$ cat config.mk
export PLATFORM = sky130hd
export DESIGN_NAME = operand_fetch_stage_flat
export DESIGN_NICKNAME = d
export VERILOG_FILES = /design/src/rtl/operand_fetch_if.sv /design/src/rtl/operand_fetch_stage.sv /design/src/flat_wrapper.sv
export SDC_FILE = /design/constraint.sdc
export NUM_CORES = 1
export LEC_CHECK = 0
export ABC_AREA = 1
export BUFFER_PORTS_ARGS = -buffer_cell sky130_fd_sc_hd__buf_2
export CORE_UTILIZATION = 25
export CTS_BUF_LIST = sky130_fd_sc_hd__clkbuf_8
export CTS_CLUSTER_DIAMETER = 200
export DETAILED_ROUTE_END_ITERATION = 10
export PLACE_DENSITY = 0.55
export SLEW_MARGIN = 20
export SYNTH_ARGS = -nofsm -noshare
export SYNTH_HDL_FRONTEND = slang
export SYNTH_SLANG_ARGS = --single-unit
$ cat constraint.sdc
create_clock -name clk -period 3.6 [get_ports clk]
set_input_delay 0.36 -clock clk [delete_from_list [all_inputs] [get_ports clk]]
set_output_delay 0.36 -clock clk [all_outputs]
set_load 0.005 [all_outputs]
$ cat src/rtl/operand_fetch_if.sv
// Bundles the ID-side, register-file, bypass and EX-side signals of the operand fetch stage.
// The stage connects through the slave modport; the producer/consumer side uses master.
interface operand_fetch_if #(
  parameter int ADDR_WIDTH = 5,
  parameter int WORD_WIDTH = 32,
  parameter int CNT_WIDTH  = 16
);
  logic                  id_valid;
  logic                  id_ready;
  logic [ADDR_WIDTH-1:0] id_rs;
  logic [ADDR_WIDTH-1:0] id_rt;
  logic                  id_uses_rs;
  logic                  id_uses_rt;
  logic [ADDR_WIDTH-1:0] id_dest;
  logic                  id_we;
  logic                  id_is_load;
  logic [WORD_WIDTH-1:0] id_imm;

  logic [ADDR_WIDTH-1:0] rf_rd_addrA;
  logic [ADDR_WIDTH-1:0] rf_rd_addrB;
  logic [WORD_WIDTH-1:0] rf_rd_dataA;
  logic [WORD_WIDTH-1:0] rf_rd_dataB;

  // Bypass from EX (f1) and from the writeback port (f2)
  logic                  f1_en;
  logic [ADDR_WIDTH-1:0] f1_addr;
  logic [WORD_WIDTH-1:0] f1_data;
  logic                  f1_is_load;
  logic                  f2_en;
  logic [ADDR_WIDTH-1:0] f2_addr;
  logic [WORD_WIDTH-1:0] f2_data;

  logic                  ex_hold;
  logic                  flush;
  logic                  ex_valid;
  logic [WORD_WIDTH-1:0] ex_opA;
  logic [WORD_WIDTH-1:0] ex_opB;
  logic [ADDR_WIDTH-1:0] ex_dest;
  logic                  ex_we;
  logic                  ex_is_load;
  logic [WORD_WIDTH-1:0] ex_imm;
  logic [CNT_WIDTH-1:0]  stall_cnt;

  modport slave (
    input  id_valid, id_rs, id_rt, id_uses_rs, id_uses_rt, id_dest, id_we, id_is_load, id_imm,
    input  rf_rd_dataA, rf_rd_dataB,
    input  f1_en, f1_addr, f1_data, f1_is_load, f2_en, f2_addr, f2_data,
    input  ex_hold, flush,
    output id_ready, rf_rd_addrA, rf_rd_addrB,
    output ex_valid, ex_opA, ex_opB, ex_dest, ex_we, ex_is_load, ex_imm, stall_cnt
  );

  modport master (
    output id_valid, id_rs, id_rt, id_uses_rs, id_uses_rt, id_dest, id_we, id_is_load, id_imm,
    output rf_rd_dataA, rf_rd_dataB,
    output f1_en, f1_addr, f1_data, f1_is_load, f2_en, f2_addr, f2_data,
    output ex_hold, flush,
    input  id_ready, rf_rd_addrA, rf_rd_addrB,
    input  ex_valid, ex_opA, ex_opB, ex_dest, ex_we, ex_is_load, ex_imm, stall_cnt
  );
endinterface

$ cat src/rtl/operand_fetch_stage.sv
// ID/EX operand fetch: resolves rs/rt through two bypass paths, stalls on load-use,
// and registers operands and control into EX with hold and flush support.
module operand_fetch_stage #(
  parameter int ADDR_WIDTH = 5,
  parameter int WORD_WIDTH = 32,
  parameter int CNT_WIDTH  = 16
) (
  input  logic             clk,
  input  logic             rst,
  operand_fetch_if.slave   bus
);

  // EX holds the youngest producer, so it outranks the writeback port; loads in EX
  // have no data yet and are resolved by the hazard stall instead of forwarding.
  function automatic logic [WORD_WIDTH-1:0] resolve(
    input logic [ADDR_WIDTH-1:0] addr,
    input logic [WORD_WIDTH-1:0] rf_data,
    input logic                  f1_en,
    input logic [ADDR_WIDTH-1:0] f1_addr,
    input logic [WORD_WIDTH-1:0] f1_data,
    input logic                  f1_is_load,
    input logic                  f2_en,
    input logic [ADDR_WIDTH-1:0] f2_addr,
    input logic [WORD_WIDTH-1:0] f2_data
  );
    logic [WORD_WIDTH-1:0] r;
    if (addr == '0)
      r = '0;
    else if (f1_en && (f1_addr == addr) && !f1_is_load)
      r = f1_data;
    else if (f2_en && (f2_addr == addr))
      r = f2_data;
    else
      r = rf_data;
    return r;
  endfunction

  logic [WORD_WIDTH-1:0] op_a;
  logic [WORD_WIDTH-1:0] op_b;
  logic                  hazard;

  logic                  ex_valid_q,   ex_valid_d;
  logic [WORD_WIDTH-1:0] ex_op_a_q,    ex_op_a_d;
  logic [WORD_WIDTH-1:0] ex_op_b_q,    ex_op_b_d;
  logic [ADDR_WIDTH-1:0] ex_dest_q,    ex_dest_d;
  logic                  ex_we_q,      ex_we_d;
  logic                  ex_is_load_q, ex_is_load_d;
  logic [WORD_WIDTH-1:0] ex_imm_q,     ex_imm_d;
  logic [CNT_WIDTH-1:0]  stall_cnt_q,  stall_cnt_d;

  assign bus.rf_rd_addrA = bus.id_rs;
  assign bus.rf_rd_addrB = bus.id_rt;

  always_comb begin
    op_a = resolve(bus.id_rs, bus.rf_rd_dataA, bus.f1_en, bus.f1_addr, bus.f1_data,
                   bus.f1_is_load, bus.f2_en, bus.f2_addr, bus.f2_data);
    op_b = resolve(bus.id_rt, bus.rf_rd_dataB, bus.f1_en, bus.f1_addr, bus.f1_data,
                   bus.f1_is_load, bus.f2_en, bus.f2_addr, bus.f2_data);
  end

  always_comb begin
    hazard = bus.id_valid && bus.f1_en && bus.f1_is_load && (bus.f1_addr != '0) &&
             ((bus.id_uses_rs && (bus.id_rs == bus.f1_addr)) ||
              (bus.id_uses_rt && (bus.id_rt == bus.f1_addr)));
  end

  assign bus.id_ready = !bus.ex_hold && !hazard;

  always_comb begin
    ex_valid_d   = ex_valid_q;
    ex_op_a_d    = ex_op_a_q;
    ex_op_b_d    = ex_op_b_q;
    ex_dest_d    = ex_dest_q;
    ex_we_d      = ex_we_q;
    ex_is_load_d = ex_is_load_q;
    ex_imm_d     = ex_imm_q;
    stall_cnt_d  = stall_cnt_q;

    if (bus.flush) begin
      ex_valid_d = 1'b0;
    end else if (bus.ex_hold) begin
      ex_valid_d = ex_valid_q;
    end else if (hazard) begin
      ex_valid_d  = 1'b0;
      stall_cnt_d = (stall_cnt_q == '1) ? stall_cnt_q : stall_cnt_q + CNT_WIDTH'(1);
    end else begin
      ex_valid_d   = bus.id_valid;
      ex_op_a_d    = op_a;
      ex_op_b_d    = op_b;
      ex_dest_d    = bus.id_dest;
      ex_we_d      = bus.id_we && (bus.id_dest != '0);
      ex_is_load_d = bus.id_is_load;
      ex_imm_d     = bus.id_imm;
    end
  end

  always_ff @(posedge clk or posedge rst) begin
    if (rst) begin
      ex_valid_q   <= 1'b0;
      ex_op_a_q    <= '0;
      ex_op_b_q    <= '0;
      ex_dest_q    <= '0;
      ex_we_q      <= 1'b0;
      ex_is_load_q <= 1'b0;
      ex_imm_q     <= '0;
      stall_cnt_q  <= '0;
    end else begin
      ex_valid_q   <= ex_valid_d;
      ex_op_a_q    <= ex_op_a_d;
      ex_op_b_q    <= ex_op_b_d;
      ex_dest_q    <= ex_dest_d;
      ex_we_q      <= ex_we_d;
      ex_is_load_q <= ex_is_load_d;
      ex_imm_q     <= ex_imm_d;
      stall_cnt_q  <= stall_cnt_d;
    end
  end

  assign bus.ex_valid   = ex_valid_q;
  assign bus.ex_opA     = ex_op_a_q;
  assign bus.ex_opB     = ex_op_b_q;
  assign bus.ex_dest    = ex_dest_q;
  assign bus.ex_we      = ex_we_q;
  assign bus.ex_is_load = ex_is_load_q;
  assign bus.ex_imm     = ex_imm_q;
  assign bus.stall_cnt  = stall_cnt_q;

endmodule

$ cat src/flat_wrapper.sv
// flat-port wrapper written by rule: the top's interface ports become plain ports
module operand_fetch_stage_flat 
#(
  parameter int ADDR_WIDTH = 5,
  parameter int WORD_WIDTH = 32,
  parameter int CNT_WIDTH  = 16
)
  (clk, rst, bus_id_valid, bus_id_rs, bus_id_rt, bus_id_uses_rs, bus_id_uses_rt, bus_id_dest, bus_id_we, bus_id_is_load, bus_id_imm, bus_rf_rd_dataA, bus_rf_rd_dataB, bus_f1_en, bus_f1_addr, bus_f1_data, bus_f1_is_load, bus_f2_en, bus_f2_addr, bus_f2_data, bus_ex_hold, bus_flush, bus_id_ready, bus_rf_rd_addrA, bus_rf_rd_addrB, bus_ex_valid, bus_ex_opA, bus_ex_opB, bus_ex_dest, bus_ex_we, bus_ex_is_load, bus_ex_imm, bus_stall_cnt);
  operand_fetch_if #(.ADDR_WIDTH(ADDR_WIDTH), .WORD_WIDTH(WORD_WIDTH), .CNT_WIDTH(CNT_WIDTH)) bus_i ();
  input  logic clk;
  input  logic rst;
  input wire logic [$bits(bus_i.id_valid)-1:0] bus_id_valid;
  input wire logic [$bits(bus_i.id_rs)-1:0] bus_id_rs;
  input wire logic [$bits(bus_i.id_rt)-1:0] bus_id_rt;
  input wire logic [$bits(bus_i.id_uses_rs)-1:0] bus_id_uses_rs;
  input wire logic [$bits(bus_i.id_uses_rt)-1:0] bus_id_uses_rt;
  input wire logic [$bits(bus_i.id_dest)-1:0] bus_id_dest;
  input wire logic [$bits(bus_i.id_we)-1:0] bus_id_we;
  input wire logic [$bits(bus_i.id_is_load)-1:0] bus_id_is_load;
  input wire logic [$bits(bus_i.id_imm)-1:0] bus_id_imm;
  input wire logic [$bits(bus_i.rf_rd_dataA)-1:0] bus_rf_rd_dataA;
  input wire logic [$bits(bus_i.rf_rd_dataB)-1:0] bus_rf_rd_dataB;
  input wire logic [$bits(bus_i.f1_en)-1:0] bus_f1_en;
  input wire logic [$bits(bus_i.f1_addr)-1:0] bus_f1_addr;
  input wire logic [$bits(bus_i.f1_data)-1:0] bus_f1_data;
  input wire logic [$bits(bus_i.f1_is_load)-1:0] bus_f1_is_load;
  input wire logic [$bits(bus_i.f2_en)-1:0] bus_f2_en;
  input wire logic [$bits(bus_i.f2_addr)-1:0] bus_f2_addr;
  input wire logic [$bits(bus_i.f2_data)-1:0] bus_f2_data;
  input wire logic [$bits(bus_i.ex_hold)-1:0] bus_ex_hold;
  input wire logic [$bits(bus_i.flush)-1:0] bus_flush;
  output wire logic [$bits(bus_i.id_ready)-1:0] bus_id_ready;
  output wire logic [$bits(bus_i.rf_rd_addrA)-1:0] bus_rf_rd_addrA;
  output wire logic [$bits(bus_i.rf_rd_addrB)-1:0] bus_rf_rd_addrB;
  output wire logic [$bits(bus_i.ex_valid)-1:0] bus_ex_valid;
  output wire logic [$bits(bus_i.ex_opA)-1:0] bus_ex_opA;
  output wire logic [$bits(bus_i.ex_opB)-1:0] bus_ex_opB;
  output wire logic [$bits(bus_i.ex_dest)-1:0] bus_ex_dest;
  output wire logic [$bits(bus_i.ex_we)-1:0] bus_ex_we;
  output wire logic [$bits(bus_i.ex_is_load)-1:0] bus_ex_is_load;
  output wire logic [$bits(bus_i.ex_imm)-1:0] bus_ex_imm;
  output wire logic [$bits(bus_i.stall_cnt)-1:0] bus_stall_cnt;
  assign bus_i.id_valid = bus_id_valid;
  assign bus_i.id_rs = bus_id_rs;
  assign bus_i.id_rt = bus_id_rt;
  assign bus_i.id_uses_rs = bus_id_uses_rs;
  assign bus_i.id_uses_rt = bus_id_uses_rt;
  assign bus_i.id_dest = bus_id_dest;
  assign bus_i.id_we = bus_id_we;
  assign bus_i.id_is_load = bus_id_is_load;
  assign bus_i.id_imm = bus_id_imm;
  assign bus_i.rf_rd_dataA = bus_rf_rd_dataA;
  assign bus_i.rf_rd_dataB = bus_rf_rd_dataB;
  assign bus_i.f1_en = bus_f1_en;
  assign bus_i.f1_addr = bus_f1_addr;
  assign bus_i.f1_data = bus_f1_data;
  assign bus_i.f1_is_load = bus_f1_is_load;
  assign bus_i.f2_en = bus_f2_en;
  assign bus_i.f2_addr = bus_f2_addr;
  assign bus_i.f2_data = bus_f2_data;
  assign bus_i.ex_hold = bus_ex_hold;
  assign bus_i.flush = bus_flush;
  assign bus_id_ready = bus_i.id_ready;
  assign bus_rf_rd_addrA = bus_i.rf_rd_addrA;
  assign bus_rf_rd_addrB = bus_i.rf_rd_addrB;
  assign bus_ex_valid = bus_i.ex_valid;
  assign bus_ex_opA = bus_i.ex_opA;
  assign bus_ex_opB = bus_i.ex_opB;
  assign bus_ex_dest = bus_i.ex_dest;
  assign bus_ex_we = bus_i.ex_we;
  assign bus_ex_is_load = bus_i.ex_is_load;
  assign bus_ex_imm = bus_i.ex_imm;
  assign bus_stall_cnt = bus_i.stall_cnt;
  operand_fetch_stage #(.ADDR_WIDTH(ADDR_WIDTH), .WORD_WIDTH(WORD_WIDTH), .CNT_WIDTH(CNT_WIDTH)) u_core (.clk(clk), .rst(rst), .bus(bus_i));
endmodule
==> results, run 1 <==
- For this design the static power due to leakage is 5.86 nW.
- The type of the worst setup path is in2out.
- The number of iterations in the first detailed-routing pass is 5.
- The highest attainable clock frequency is 436 MHz.
- The cts-stage hold buffer count is 0.
- The via count of the first global-routing pass is 8119.
- After layout, the minimum clock period comes to 2.29 ns.
- The detailed-placement wirelength estimate is 21400 um.
- After synthesis the cells add up to 7650 sq um.
- In this run the worst setup path terminates at bus_id_ready.
- Setup repair after global routing left no endpoint under its margin.
- The synthesized-area fraction occupied by xor and xnor cells is 0.0195.
- The final non-filler cell total is 1834.
- The CTS root buffer is clkbuf_8.
- The total area inside the core boundary comes to 29900 sq um.
- For the pin with the worst max-slew slack, the measured transition is 0.865 ns.
- TritonCTS built the clock tree.
- The horizontal die dimension is roughly 180 um.
- The number of hold-slack violations in the final timing report is 0.
- In the post-synthesis netlist, the biggest area contributors are dfrtp_1 (39%), nand2_1 (21%), nand3_1 (16%).
- The fraction of the cycle the final worst path needs is 0.637.
- The largest total area in the synthesized netlist belongs to dfrtp_1.
- The worst setup path startpoint is bus_f1_addr[2].
- The total placed cells including tap cells is ~1800.
- The setup check on the worst reg-to-reg path leaves a slack of roughly 1.7 ns.
- The mean area per synthesized cell is about 6.7 sq um.
- After synthesis the netlist holds a flip-flop and latch count of 120.
- The power density over the cells is ~380 nW/um^2.
- The final layout contains 1626 nets.
- Power comes to 3.82 mW.
- The total number of placement rows is 63.
- Fill cells in the final layout number 3248.
- The endpoint identified for the worst register-to-register timing path is u_core.bus.stall_cnt[11]$_DFFE_PP0P_.
- For the worst setup path, the data arrival time is 1.93 ns.
- The final-layout setup total negative slack is 0 ns.
- The first global-routing pass estimated 44400 um of wire.
- Buffers placed on the I/O ports in this run total 327.
- The top fanout value on the critical path is 20.
- The die outline area is 31300 sq um.
- Yosys mapped the design onto 32 distinct sky130hd cell types.
- The run finished with clean final reports.
- Clock-pin slew was measured on the worst setup and hold paths at 0.10 ns.
- STA puts the critical path data required time at 3.24 ns.
- In this run the remaining antenna-violating nets after routing total 0.
- For this run, design rule violations remaining after detail routing come to 0.
- The min-delay analysis places its worst path in the category in2async.
- Of the synthesized area, sequential elements account for 0.392.
- The number of antenna violations at the first check in global routing is 5.
- The startpoint of the worst register-to-register path is u_core.bus.stall_cnt[0]$_DFFE_PP0P_.
- The number of clock buffers inserted by TritonCTS is 17.
- The maximum clock insertion buffer count is 2.
- After clock tree synthesis, the repair step resized 0 gates.
- Across all layers, the routed design uses 8491 vias.
- Pin placement for this block handled between 300 and 400 I/O pins.
- In this run the tightest slew margin relative to its limit is 0.423.
- Summed over all layers, the global routing overflow is 0.
- The nature of the critical path endpoint is a primary output.
- The detailed-route vias per instance is ~4.6.
- Of the total synthesized cell area, the portion taken by AND, OR, NAND and NOR gates is 0.406.
- In the final routed layout, each cell accounts on average for between 15 and 20 um.
- The worst-case vdd ir drop is approximately 0.00018 V.
- The number of DRC violations after detailed-routing iteration 0 is between 500 and 600.
- The post-synthesis compound-gate area fraction was 0.0554.
- STA classifies the critical path startpoint as an input port.
- Summed over all layers, the routed wires come to 29400 um.
- By area, the combinational part of the netlist is dominated by simple AND/OR/NAND/NOR gates.
- The clock skew after layout is 0.0167 ns.
- Of the cells placed in the final design, the portion with a size suffix greater than 1 is 0.281.
- Of the total synthesized cell area, the portion taken by full adders, half adders and majority gates is 0.00163.
- The logic depth of the worst register-to-register path is 9.
- The share of synthesized area in the top cell type comes to 0.392.
- For the worst-skew pair, the clock arrives at the later sink with an insertion delay of 0.43 ns.
- CTS built an H-tree with a depth of 4.
- The clock drives 120 sinks.
- The multiplexer share of the synthesized area is 0.
- The total setup violations reported at the end of the flow is 0.
- The tool flagged a number of max-cap violations equal to 0.
- The number of buffers inserted by post-CTS setup repair is 0.
- The die is 177 um tall.
- Across every metal layer, demand over resource in global routing totals 0.185.
- The maximum number of pins on one net before global-route repair is 83.
- During synthesis, Yosys emitted a total of 0 warnings.
- The number of instances in the synthesized netlist is 1149.
- The final count of pins violating max slew was 0.
- The area added between synthesis and finish is 30.0%.
- The number of nets produced by synthesis is 1347.
- At the end of routability-driven placement, the weighted congestion stood at 0.839.
- The effective utilization at floorplan is 0.256.
cells in the final DEF (no fill, tap or decap), types with 3 or more instances in the layout:
master      instances
inv_6               3
nor2_1             16
inv_1             127
xnor2_1             7
xor2_1             10
nand3_2             6
clkinvlp_4          4
nand2_1           437
nor2_4              6
buf_2             327
nand4_1             5
bufinv_16           4
dfrtp_1           120
o21ai_1            59
diode_2             4
buf_4              14
nand3_1           237
o21ai_0             7
clkinv_4            3
inv_2               3
o21ai_2             8
nor3_1              4
clkbuf_8           17
area by class of cell:
class / count / area [sq um] / share of cell area
clock inverters: 14 / 199 / 0.0200
multi-input cells: 815 / 3740 / 0.376
clock buffers: 17 / 234 / 0.0235
diodes: 4 / 10.0 / 0.00101
repair buffers: 343 / 1780 / 0.179
inverters: 131 / 497 / 0.0499
well taps: 390 / 488 / 0.0490
flip-flops and latches: 120 / 3000 / 0.302
where the power goes:
part           switching, mW  internal [mW]  leakage [nW]  total [mW]
combinational          0.487          0.341          4.14       0.828
sequential            0.0937           1.51          1.51        1.60
clock                  0.640          0.757         0.205        1.40
total                   1.22           2.60          5.86        3.82
through the flow:
step,cell area (sq um),hold WS [ns],util,worst slack [ns]
4_1_cts,9940,0.0903,0.333,1.31
3_3_place_gp,9510,0.457,0.318,1.18
5_1_grt,9940,0.121,0.333,1.21
3_5_place_dp,9510,0.459,0.318,1.13
6_report,9950,0.0939,0.333,1.31
2_1_floorplan,7650,0.472,-,0.0542
worst max-delay path: stages:
cell and delay, ns:
buf_2 0.12, nor3_1 0.23, nand3_1 0.20, nand4_1 0.12, inv_1 0.11, a21oi_4 0.55
buf_2 0.23
logic make-up (layout without fill, tap and decap cells):
| kind of cell | count (synthesis) | after routing |
|---|---|---|
| fa+ha+maj | 1 | 1 |
| other cells | 0 | 4 |
| buf+inv | 214 | 505 |
| simple gates | 721 | 721 |
| xor+xnor | 17 | 17 |
| compound gates | 76 | 76 |
| flops | 120 | 120 |
registers in the layout, summed over array words and instances, names as in the netlist:
signal                 flops
u_core.bus.ex_opB         32
u_core.bus.ex_is_load      1
u_core.bus.ex_dest         5
u_core.bus.ex_we           1
u_core.bus.stall_cnt      16
u_core.bus.ex_imm         32
u_core.bus.ex_valid        1
u_core.bus.ex_opA         32
cell usage after synthesis, drive strengths merged:
cell,number
o21ai,74
ha,1
xnor2,7
and2,2
nor3,5
dfrtp,120
nor2b,2
inv,131
and3,1
nand3,244
nand4,5
a21oi,1
buf,55
nand3b,1
clkbuf,28
nand2,439
o31ai,1
nor2,22
xor2,10
per-layer routing:
layer,wire [um],global-route usage,vias to the layer above
li1,-,-,4174
met1,13200,0.240,3926
met2,13100,0.297,346
met3,2360,0.0466,43
met4,709,0.0661,2
met5,13,0,-
worst min path at each step:
stage                                      startpoint                           endpoint  cells after the start
global placement    u_core.bus.ex_imm[25]$_DFFE_PP0P_  u_core.bus.ex_imm[25]$_DFFE_PP0P_                      2
finish                                            rst   u_core.bus.ex_opB[4]$_DFFE_PP0P_                      2
floorplan           u_core.bus.ex_dest[0]$_DFFE_PP0P_  u_core.bus.ex_dest[0]$_DFFE_PP0P_                      2
CTS                                               rst   u_core.bus.ex_opB[4]$_DFFE_PP0P_                      2
detailed placement  u_core.bus.ex_imm[16]$_DFFE_PP0P_  u_core.bus.ex_imm[16]$_DFFE_PP0P_                      2
global route                            bus_id_imm[1]   u_core.bus.ex_imm[1]$_DFFE_PP0P_                      3
Power figures use the tool's default switching activity.
==> run 2: changes to the inputs <==
--- a/config.mk
+++ b/config.mk
@@ -11,7 +11,7 @@
 export CTS_BUF_LIST = sky130_fd_sc_hd__clkbuf_8
 export CTS_CLUSTER_DIAMETER = 200
 export DETAILED_ROUTE_END_ITERATION = 10
-export PLACE_DENSITY = 0.55
+export PLACE_DENSITY = 0.53
 export SLEW_MARGIN = 20
 export SYNTH_ARGS = -nofsm -noshare
 export SYNTH_HDL_FRONTEND = slang
==> constraint.sdc (replaced) <==
create_clock -name clk -period 2.2 [get_ports clk]
set_input_delay 0.22 -clock clk [delete_from_list [all_inputs] [get_ports clk]]
set_output_delay 0.22 -clock clk [all_outputs]
set_load 0.005 [all_outputs]
==> results, run 2 (synthesized netlist as in run 1, its figures left out) <==
- The run finished with clean final reports.
- The via count of the first global-routing pass is 8413.
- The reported leakage power is 6.15 nW.
- The total routing usage reported by global routing is 0.194.
- The worst setup path startpoint is u_core.bus.stall_cnt[0]$_DFFE_PP0P_.
- The share of total power dissipated in the clock network is 0.337.
- The area of combinational cells with multiple inputs is roughly 3700 sq um.
- Data arrives at the worst endpoint at 2.29 ns.
- The detailed-route vias per instance is 4.54.
- Summed over all nets, the half-perimeter wirelength after detailed placement is 22400 um.
- The element type at the critical path start is a register.
- The total placed cells including tap cells is 1829.
- The number of iterations in the first detailed-routing pass is 5.
- The final count of pins violating max slew is 0.
- The final weighted congestion in routability-driven placement is 0.881.
- The area of all sequential standard cells is 3000 sq um.
- Summed over all layers, the routed wires come to 30500 um.
- The destination of the critical timing path is u_core.bus.stall_cnt[12]$_DFFE_PP0P_.
- The area of the core is 29900 sq um.
- The worst hold-check path type is in2reg.
- The remaining global-route overflow is 0.
- The worst-case vdd ir drop is 0.000272 V.
- Setup repair after global routing left no endpoint under its margin.
- Overall power consumption after layout is estimated at around 6 mW.
- The critical register-to-register path endpoint is u_core.bus.stall_cnt[12]$_DFFE_PP0P_.
- The remaining antenna violation count is 0.
- The number of DRC violations after detailed-routing iteration 0 is 425.
- The count of cell instances traversed by the critical path is 9.
- The post-route DRC violation count is 0.
- The cell family contributing the most delay on the critical path is simple AND/OR/NAND/NOR gates.
- The library cells used most frequently in the layout, excluding fill and tap cells, are nand2_1 (437), buf_2 (327), nand3_1 (237), inv_1 (128), dfrtp_1 (120).
- The switching fraction of total power is 0.328.
- The delay of the slowest critical-path stage is about 0.6 ns.
- In the finished design, the share of the clock period the worst path needs comes to 0.877.
- The final design instance area without fill is roughly 11000 sq um.
- The power density over the cells is 581 nW/um^2.
- By instance count, the cell type seen most on the critical path is nand2_1.
- The number of sinks on the clock net is 120.
- The type of the worst setup path is reg2reg.
- The worst register-to-register path begins at u_core.bus.stall_cnt[0]$_DFFE_PP0P_.
- The die outline area is 31300 sq um.
- The post-detailed-route wirelength per cell is 16.1 um.
- The horizontal die dimension is 177 um.
- Adding up every negative setup slack in the final design gives 0 ns.
- For the finished layout, the period the worst path requires is 1.93 ns.
- After floorplanning, the core was divided into 63 placement rows.
- In this run the tightest slew margin relative to its limit is 0.541.
- The number of buffers and inverters on the critical path is 0.
- The finished layout holds 1893 standard cells, fillers aside.
- The worst setup slack for register-to-register paths is 0.27 ns.
- The first-pass GRT wire length is 46400 um.
- The depth of the CTS H-tree is 4.
- At the pin with the least slew margin, the transition time is 0.685 ns.
- The net count of the finished layout is ~1700.
- TritonCTS built the clock tree.
- The worst endpoint required time is 2.56 ns.
- In this run the tool buffered the top-level ports with 327 buffer cells.
- Buffers inserted during clock tree synthesis total 17.
- The effective utilization at floorplan is 0.256.
- The later-pin clock latency in the skew report is 0.44 ns.
- The final route contains 8603 vias.
- Counting along the longest clock path gives a buffer depth of 2.
- Timing would allow up to 518 MHz.
- The number of hold-slack violations in the final timing report came to 0.
- The cell area after placement is 9810 sq um.
- The number of antenna violations at the first check in global routing was 5.
- For this design the total switching power over the nets is 2.00 mW.
- The share of the core filled with cells in the final layout is 0.352.
- Walking the worst path, the cells encountered are ha_1, nand2_1, nor2_4, nand3b_2, o21ai_1, nor2_1, nor2b_2, nand2_1, nand2_1.
- Of the total power, combinational logic draws 0.235.
- In the final layout, the share of cells above drive strength 1 is 0.289.
- Along the worst path, the maximum fanout reaches 16.
- The most frequent standard cell in the layout excluding fill and tap cells is nand2_1.
- The share of total power dissipated in sequential elements is 0.427.
- Between clock sinks in the finished design, the worst skew comes to 0.0175 ns.
- The final-layout fill cell count is 3239.
- After clock tree synthesis, the setup repair step added 0 buffers.
- The clock-pin transition on the worst setup and hold timing paths is 0.09 ns.
- Across the run, the number of max-cap violations was 0.
- From synthesis to final layout, the design area changed by 37.2%.
- During I/O placement, the number of pins put on the boundary was approximately 330.
- Setup violations remaining at the end of the flow were counted as 0.
- The maximum number of pins on one net before global-route repair is 57.
- STA classifies the critical path endpoint as a register.
- The logic depth of the worst register-to-register path is 9.
- The floorplan step set the die height to 177 um.
- The CTS root buffer is clkbuf_8.
- The internal portion of the total power is 4.10 mW.
- On the critical path, the stage with the largest delay is an instance of nor2b_2.
[run 2: changes by cell type in the layout (fill, tap and decap cells not counted), moves of 2 or more]
cell,previous run,this run
dlygate4sd3_1,0,30
buf_4,14,38
buf_12,2,8
bufinv_16,4,2
[run 2: worst min-delay path by stage]
stage / startpoint / end / slack, ns / depth (start not counted)
floorplan: bus_id_imm[27] / u_core.bus.ex_imm[27]$_DFFE_PP0P_ / 0.36 / 2
global placement: rst / u_core.bus.ex_imm[8]$_DFFE_PP0P_ / 0.29 / 2
detailed placement: rst / u_core.bus.ex_imm[8]$_DFFE_PP0P_ / 0.29 / 2
CTS: bus_id_imm[21] / u_core.bus.ex_imm[21]$_DFFE_PP0P_ / 0.001 / 3
global route: bus_id_imm[21] / u_core.bus.ex_imm[21]$_DFFE_PP0P_ / 0.01 / 3
finish: bus_id_imm[23] / u_core.bus.ex_imm[23]$_DFFE_PP0P_ / 0.04 / 3
[run 2: timing repair]
action / 4_1_cts / 5_1_grt
hold buffers: 30 / 0
setup endpoints to repair: 16 / 0
gates resized for setup: 1 / 0
endpoints found under the hold margin: 47 / 0
[run 2: power groups by stage]
| stage | Clock, mW | Combinational, mW | Sequential [mW] |
|---|---|---|---|
| 6_report | 2.06 | 1.44 | 2.61 |
| 5_1_grt | 2.25 | 1.62 | 2.64 |
| 3_5_place_dp | 0 | 1.42 | 2.65 |
| 3_3_place_gp | 0 | 1.40 | 2.65 |
| 4_1_cts | 2.16 | 1.46 | 2.61 |
| 2_1_floorplan | 0 | 0.640 | 2.66 |
[run 2: layer usage]
layer / up-vias / routed length [um] / track usage
met5: - / 27 / 0
met4: 4 / 787 / 0.0675
met3: 42 / 2330 / 0.0530
met2: 323 / 14200 / 0.329
met1: 3942 / 13200 / 0.235
li1: 4292 / - / -
[run 2: cell type report]
type / instances / area share
Tap cell: 390 / 0.0465
Timing Repair Buffer: 403 / 0.227
Sequential cell: 120 / 0.286
Clock buffer: 17 / 0.0223
Antenna cell: 3 / 0.000715
Inverter: 131 / 0.0472
Clock inverter: 14 / 0.0143
Multi-Input combinational cell: 815 / 0.356
[run 2: worst min-delay path: stages]
cell	delay (ns)
buf_2	0.08
nand3_1	0.07
nand2_1	0.07
[run 2: metrics by stage]
stage          hold slack (ns)  worst slack, ns
6_report                0.0426            0.270
5_1_grt                 0.0106           0.0259
4_1_cts                0.00129            0.242
2_1_floorplan            0.361            0.491
3_3_place_gp             0.291           0.0224
3_5_place_dp             0.286          -0.0566
